$ cat src/rtl/dbus_pkg.sv
// Shared definitions for the data-bus responder: register map, STATUS layout,
// UART TX states and the address-decode target type.
package dbus_pkg;

  localparam logic [31:0] TXDATA_OFS = 32'h0;
  localparam logic [31:0] STATUS_OFS = 32'h4;
  localparam logic [31:0] BAUD_OFS   = 32'h8;

  localparam int ST_FULL_BIT  = 0;
  localparam int ST_EMPTY_BIT = 1;
  localparam int ST_BUSY_BIT  = 2;
  localparam int ST_OVF_BIT   = 3;
  localparam int ST_CNT_LSB   = 4;
  localparam int ST_CNT_MSB   = 6;
  localparam int ST_PAR_BIT   = 7;

  typedef enum logic [2:0] {
    TX_IDLE,
    TX_START,
    TX_DATA,
    TX_PARITY,
    TX_STOP
  } tx_state_t;

  typedef enum logic [1:0] {
    TGT_RAM,
    TGT_MMIO,
    TGT_NONE
  } tgt_t;

  typedef struct packed {
    logic        rd;
    logic        wr;
    logic [31:0] addr;
    logic [31:0] wdata;
  } bus_req_t;

endpackage

$ cat src/rtl/uart_tx_core.sv
// UART transmitter: TX FIFO, programmable baud divider and framing FSM.
// DBUS_UART_PARITY_EN inserts an even-parity bit between the data and stop bits.
module uart_tx_core
  import dbus_pkg::*;
#(
  parameter int FIFO_DEPTH   = 4,
  parameter int CLKS_PER_BIT = 16
) (
  input  logic                         clk,
  input  logic                         reset,
  input  logic                         push,
  input  logic [7:0]                   push_data,
  input  logic                         baud_wr,
  input  logic [15:0]                  baud_wdata,
  input  logic                         clr_ovf,
  output logic                         full,
  output logic                         empty,
  output logic [$clog2(FIFO_DEPTH):0]  count,
  output logic                         busy,
  output logic                         overflow,
  output logic [15:0]                  baud_div,
  output logic                         tx
);
  localparam int PW = $clog2(FIFO_DEPTH);

  logic [7:0]    fifo [FIFO_DEPTH];
  logic [PW-1:0] wr_ptr, rd_ptr;
  logic          pop, push_ok, bit_end;
  tx_state_t     state, state_n;
  logic [15:0]   bcnt;
  logic [2:0]    bit_idx;
  logic [7:0]    shift;

  assign full    = count == (PW+1)'(FIFO_DEPTH);
  assign empty   = count == '0;
  assign pop     = (state == TX_IDLE) && !empty;
  // a pop in the same cycle frees the slot a push to a full FIFO needs
  assign push_ok = push && (!full || pop);
  assign bit_end = bcnt == 16'd1;

  always_ff @(posedge clk)
    if (push_ok) fifo[wr_ptr] <= push_data;

  always_ff @(posedge clk or posedge reset)
    if (reset) begin
      wr_ptr   <= '0;
      rd_ptr   <= '0;
      count    <= '0;
      overflow <= 1'b0;
    end else begin
      if (push_ok) wr_ptr <= wr_ptr + 1'b1;
      if (pop)     rd_ptr <= rd_ptr + 1'b1;
      case ({push_ok, pop})
        2'b10:   count <= count + 1'b1;
        2'b01:   count <= count - 1'b1;
        default: count <= count;
      endcase
      if (push && !push_ok) overflow <= 1'b1;
      else if (clr_ovf)     overflow <= 1'b0;
    end

  always_ff @(posedge clk or posedge reset)
    if (reset)        baud_div <= 16'(CLKS_PER_BIT);
    else if (baud_wr) baud_div <= (baud_wdata == '0) ? 16'd1 : baud_wdata;

  always_ff @(posedge clk or posedge reset)
    if (reset) state <= TX_IDLE;
    else       state <= state_n;

  // bcnt reloads from baud_div only at bit boundaries, so BAUD writes land there
  always_ff @(posedge clk or posedge reset)
    if (reset) begin
      shift   <= '0;
      bit_idx <= '0;
      bcnt    <= 16'(CLKS_PER_BIT);
    end else if (pop) begin
      shift   <= fifo[rd_ptr];
      bit_idx <= '0;
      bcnt    <= baud_div;
    end else if (state != TX_IDLE) begin
      if (bit_end) begin
        bcnt <= baud_div;
        if (state == TX_DATA) bit_idx <= bit_idx + 1'b1;
      end else begin
        bcnt <= bcnt - 1'b1;
      end
    end

  always_comb begin
    state_n = state;
    case (state)
      TX_IDLE:   if (!empty) state_n = TX_START;
      TX_START:  if (bit_end) state_n = TX_DATA;
      TX_DATA:
        if (bit_end && bit_idx == 3'd7) begin
`ifdef DBUS_UART_PARITY_EN
          state_n = TX_PARITY;
`else
          state_n = TX_STOP;
`endif
        end
      TX_PARITY: if (bit_end) state_n = TX_STOP;
      TX_STOP:   if (bit_end) state_n = TX_IDLE;
      default:   state_n = TX_IDLE;
    endcase
  end

  always_comb begin
    tx   = 1'b1;
    busy = state != TX_IDLE;
    case (state)
      TX_START:  tx = 1'b0;
      TX_DATA:   tx = shift[bit_idx];
      TX_PARITY: tx = ^shift;
      default:   tx = 1'b1;
    endcase
  end

endmodule

$ cat src/rtl/data_bus_responder.sv
// Data-memory responder for the single-cycle core: address decode, word RAM,
// UART register block and sticky bus-error flag. Honours DBUS_UART_PARITY_EN.
module data_bus_responder
  import dbus_pkg::*;
#(
  parameter logic [31:0] RAM_BASE     = 32'h1001_0000,
  parameter int          MEM_DEPTH    = 64,
  parameter logic [31:0] MMIO_BASE    = 32'h1001_0800,
  parameter int          CLKS_PER_BIT = 16,
  parameter int          FIFO_DEPTH   = 4
) (
  input  logic        clk,
  input  logic        reset,
  input  logic        memwrite,
  input  logic        memread,
  input  logic [31:0] data_address,
  input  logic [31:0] writedata,
  output logic [31:0] read_data,
  output logic        uart_tx,
  output logic        bus_error
);
  localparam int AW = $clog2(MEM_DEPTH);
  localparam int CW = $clog2(FIFO_DEPTH);

  bus_req_t      req;
  tgt_t          tgt;
  logic [31:0]   ram_ofs;
  logic [AW-1:0] ram_idx;
  logic          is_txdata, is_status, is_baud;
  logic [31:0]   ram [MEM_DEPTH];
  logic [31:0]   status;

  logic          fifo_full, fifo_empty, tx_busy, ovf;
  logic [CW:0]   fifo_count;
  logic [15:0]   baud_div;

  assign req     = '{rd: memread, wr: memwrite, addr: data_address, wdata: writedata};
  // addresses below RAM_BASE wrap to large offsets, so one compare bounds both ends
  assign ram_ofs = req.addr - RAM_BASE;
  assign ram_idx = ram_ofs[AW+1:2];

  always_comb begin
    tgt       = TGT_NONE;
    is_txdata = 1'b0;
    is_status = 1'b0;
    is_baud   = 1'b0;
    if (req.addr[1:0] == 2'b00) begin
      if (ram_ofs < 32'(4*MEM_DEPTH)) begin
        tgt = TGT_RAM;
      end else begin
        is_txdata = req.addr == MMIO_BASE + TXDATA_OFS;
        is_status = req.addr == MMIO_BASE + STATUS_OFS;
        is_baud   = req.addr == MMIO_BASE + BAUD_OFS;
        if (is_txdata || is_status || is_baud) tgt = TGT_MMIO;
      end
    end
  end

  always_ff @(posedge clk or posedge reset)
    if (reset)                                      bus_error <= 1'b0;
    else if ((req.rd || req.wr) && tgt == TGT_NONE) bus_error <= 1'b1;

  always_ff @(posedge clk)
    if (req.wr && tgt == TGT_RAM) ram[ram_idx] <= req.wdata;

  uart_tx_core #(
    .FIFO_DEPTH  (FIFO_DEPTH),
    .CLKS_PER_BIT(CLKS_PER_BIT)
  ) u_uart (
    .clk       (clk),
    .reset     (reset),
    .push      (req.wr && is_txdata),
    .push_data (req.wdata[7:0]),
    .baud_wr   (req.wr && is_baud),
    .baud_wdata(req.wdata[15:0]),
    .clr_ovf   (req.wr && is_status),
    .full      (fifo_full),
    .empty     (fifo_empty),
    .count     (fifo_count),
    .busy      (tx_busy),
    .overflow  (ovf),
    .baud_div  (baud_div),
    .tx        (uart_tx)
  );

  always_comb begin
    status                        = '0;
    status[ST_FULL_BIT]           = fifo_full;
    status[ST_EMPTY_BIT]          = fifo_empty;
    status[ST_BUSY_BIT]           = tx_busy;
    status[ST_OVF_BIT]            = ovf;
    status[ST_CNT_MSB:ST_CNT_LSB] = 3'(fifo_count);
`ifdef DBUS_UART_PARITY_EN
    status[ST_PAR_BIT]            = 1'b1;
`endif
  end

  always_comb begin
    read_data = '0;
    if (req.rd) begin
      case (tgt)
        TGT_RAM:  read_data = ram[ram_idx];
        TGT_MMIO: read_data = is_status ? status :
                              is_baud   ? {16'h0, baud_div} : 32'h0;
        default:  read_data = '0;
      endcase
    end
  end

endmodule

$ cat config.mk
export PLATFORM = sky130hd
export DESIGN_NAME = data_bus_responder
export DESIGN_NICKNAME = d
export VERILOG_FILES = /design/src/rtl/dbus_pkg.sv /design/src/rtl/uart_tx_core.sv /design/src/rtl/data_bus_responder.sv
export SDC_FILE = /design/constraint.sdc
export NUM_CORES = 2
export LEC_CHECK = 0
export BUFFER_PORTS_ARGS = -buffer_cell sky130_fd_sc_hd__buf_2
export CAP_MARGIN = 10
export CORE_UTILIZATION = 63
export CTS_CLUSTER_DIAMETER = 60
export DETAILED_ROUTE_END_ITERATION = 8
export HOLD_SLACK_MARGIN = 0.05
export PLACE_DENSITY = 0.8
export SETUP_SLACK_MARGIN = 0.05
export SYNTH_ARGS = -nofsm -noshare
export SYNTH_HDL_FRONTEND = slang
export SYNTH_SLANG_ARGS = --single-unit
$ cat constraint.sdc
create_clock -name clk -period 2.3 [get_ports clk]
set_input_delay 0.115 -clock clk [delete_from_list [all_inputs] [get_ports clk]]
set_output_delay 0.115 -clock clk [all_outputs]
set_load 0.005 [all_outputs]
==> impl_metrics.toml <==
[pwr]
ir_drop_mv = 0.773
power.leakage_nw = 33.4
power_mw = 81.8
p_per_area_mw_per_mm2 = 816

[synth]
synth-compound-area-share_pct = 3.28
synthMuxAreaShare_pct = 15.0
synth_top_area_share_pct = 75.7
synthXorXnorAreaFrac_pct = 0.149
syn_inst = 3811
synthFlopType = "edfxtp_1"
syn_avg_cell_area_um2 = 21.7
synth_area_mm2 = 0.0825
synth_warnings = 0
synth.area.top_cells = "edfxtp_1, mux4_2, dfrtp_1"
yosysUniqueCellTypes = 75
synth_edf_count = 2080
yosysSeqAreaShare_pct = 77.4
yosys.area.top_type = "edfxtp_1"
synth-simple-area-share_pct = 2.55
ys_ff_latch = 2135
ys_async_sr_fraction_pct = 2.58
synth_top_family_by_area = "multiplexers"
yosys.area_share.adder_pct = 0.146
syn-num-nets = 3888

[clock_network]
clk_pin_slew_ns = 0.06
clock_latency_ns = 0.86
cts_root_buf = "clkbuf_16"
cts.path.max_buffers = 3
clock-sinks = 2135
cts_tree = "yes"
cts.htree.levels = 4
cts-buffers-inserted = 203

[timing]
maxSlewViolCount = 0
hold_viol = 0
hold_ws_ns = 0.104
min_period_over_period_pct = 141
post-route-min-period_ns = 3.24
tightestPinTransition_ns = 1.15
relSlewSlack_pct = 23.7
rsz0062_at_grt = "true"
fmax_ghz = 0.309
fin_worst_skew_ns = 0.0262
setup_viol = 33
fin_ws_ns = -0.937

[grt]
antenna_found_initial = 6
grt_max_degree = 66
grt.total_usage_pct = 41.2
grt_pass1_vias = 48700
grt_pass1_wl_um = 372000
overflow = 0

[die]
coreArea_mm2 = 0.130
dieArea_mm2 = 0.132
pin_count = 102
num_rows = 132
die_w_um = 364
die_h_um = 364
start_util_pct = 63.7

[routing]
routed_via_density = 7.63
drt_iter0_markers = 9216
wire_per_inst_um = 41.5
via_count = 49500
drtAntennaViolNets = 0
firstDrtPassIters = 7
wl_um = 269000
drc = 0

[setup_path]
arrival_ns = 3.12
crit_path_start_kind = "flop"
path_class = "reg -> out"
critPathRequiredTime_ns = 2.18
cp_max_fo = 1
max_stage_delay_ns = 0.53
worst-path-buf-inv = 1
crit_family = "multiplexers"
path_cells = "mux4_2, mux2_4, o32ai_4, a31oi_4, o2111ai_4, o21ai_4, buf_6"
end_kind = "primary output"
slowest_stage = "mux4_2"

[hold_path]
hold_class = "in -> reg"

[place]
dpl_cell_area_mm2 = 0.0919
dp_cells = 6083
gp_congestion = 0.940
hpwl_um = 144000
numPortBuffers = 101
post-place-ws_ns = -0.905

[layout]
num_antenna_cells = 0
final_layout_size_suffix_gt1_share_pct = 38.3
area_delta_synth_final_pct = 21.4
postLayoutCellArea_mm2 = 0.100
nets = 4651
fin_cells = 6484

[outcome]
outcome = "complete, but fails checks"
failed_checks = "negative setup slack"

[flow_run]
drv_cap = 0
## synthesized netlist by cell type (7+ instances only)
cell type / number
edfxtp_1: 2080
mux4_2: 494
nor2_1: 106
nand2b_1: 9
a22o_1: 25
a211oi_1: 9
nand2_1: 80
and2_1: 14
clkbuf_1: 83
xnor2_1: 10
a21oi_1: 54
buf_1: 20
o2bb2ai_1: 9
dfrtp_1: 53
ha_1: 8
o22ai_1: 58
nand3_1: 41
a31oi_1: 14
o21ai_0: 42
a22oi_1: 113
nor3_1: 84
buf_2: 53
mux2i_1: 92
a221oi_1: 25
nor4_1: 19
o221ai_1: 7
buf_6: 30
inv_1: 9
nand4_1: 9
buf_4: 34
nor2b_1: 15
mux2_2: 26
## power breakdown
part	total, mW	internal [mW]	switching (mW)
logic	5.06	1.96	3.09
clock network	34.0	18.8	15.2
registers	42.7	42.7	0.0407
total	81.8	63.4	18.3
## area by class of cell
cell class | count | area [µm²]
Clock inverter | 122 | 1250
Tap cell | 1742 | 2180
Inverter | 9 | 33.8
Timing Repair Buffer | 778 | 8020
Clock buffer | 251 | 5300
Sequential cell | 2135 | 63800
Fill cell | 5857 | 29500
Multi-Input combinational cell | 1447 | 19600
## worst paths after layout
path	startpoint	slack (ns)	to	depth (start not counted)
min	data_address[13]	0.10	u_uart.count[2]	7
min reg2reg	u_uart.shift[6]	0.52	u_uart.shift[6]	2
max reg2reg	u_uart.bcnt[4]	0.18	u_uart.bit_idx[1]	6
max in group asynchronous	reset	1.31	u_uart.bcnt[4]	5
min in group asynchronous	reset	0.32	u_uart.shift[7]	4
max	ram[52][15]	-0.94	read_data[15]	7
## what timing repair did
action                     in CTS  in global routing
hold endpoints to repair     1639                  0
pin swaps                      83                 39
resized for setup             210                 66
buffers inserted                1                  0
setup endpoints to repair     537                 42
hold buffers                   40                  0
## registers in the layout, indices dropped and copies added (netlist names), 2 cells and up
signal,count
ram,2048
u_uart.fifo,32
u_uart.baud_div,16
u_uart.bcnt,16
u_uart.shift,8
u_uart.bit_idx,3
u_uart.count,3
u_uart.state,3
u_uart.rd_ptr,2
u_uart.wr_ptr,2
## routing by layer
metal,global-route usage (%),vias up,part of all wire [%]
li1,-,17700,-
met1,50.6,24500,30
met2,64.4,5833,47
met3,10.1,1383,14
met4,30.3,6,9.6
met5,0,-,0.020
## tightest hold or removal path, stage by stage
cell	delay [ns]
buf_2	0.09
nor3_2	0.05
buf_4	0.14
nand4_4	0.13
o21ai_0	0.11
o22ai_1	0.20
xor2_1	0.08
## through the flow
| step | util [%] | TNS (ns) |
|---|---|---|
| global route | 77.3 | -23.67 |
| global placement | 70.9 | -1628.78 |
| floorplan | - | -1035.70 |
| CTS | 77.0 | -22.22 |
| detailed placement | 70.9 | -1500.50 |
| finish | 77.3 | -23.27 |
## logic make-up after synthesis
| kind of cell | Yosys count |
|---|---|
| buffers and inverters | 229 |
| and+or+nand+nor | 422 |
| DFF | 2135 |
| adders and majority gates | 9 |
| muxes | 613 |
| xor gates and xnor gates | 14 |
| AOI/OAI and AO/OA | 389 |
## layout by cell type (no fill, tap or decap), types with 33 or more instances in the layout
master,count
dfrtp_1,52
edfxtp_1,2080
mux4_2,494
a21oi_1,50
clkbuf_16,205
buf_4,453
clkinv_2,34
nand3_1,33
nor2_1,67
clkinv_1,42
a22oi_1,99
mux2i_1,89
clkbuf_1,46
nor3_4,61
dlygate4sd3_1,39
o22ai_1,36
buf_2,88
buf_12,177
nand2_1,77
Power figures use the tool's default switching activity.
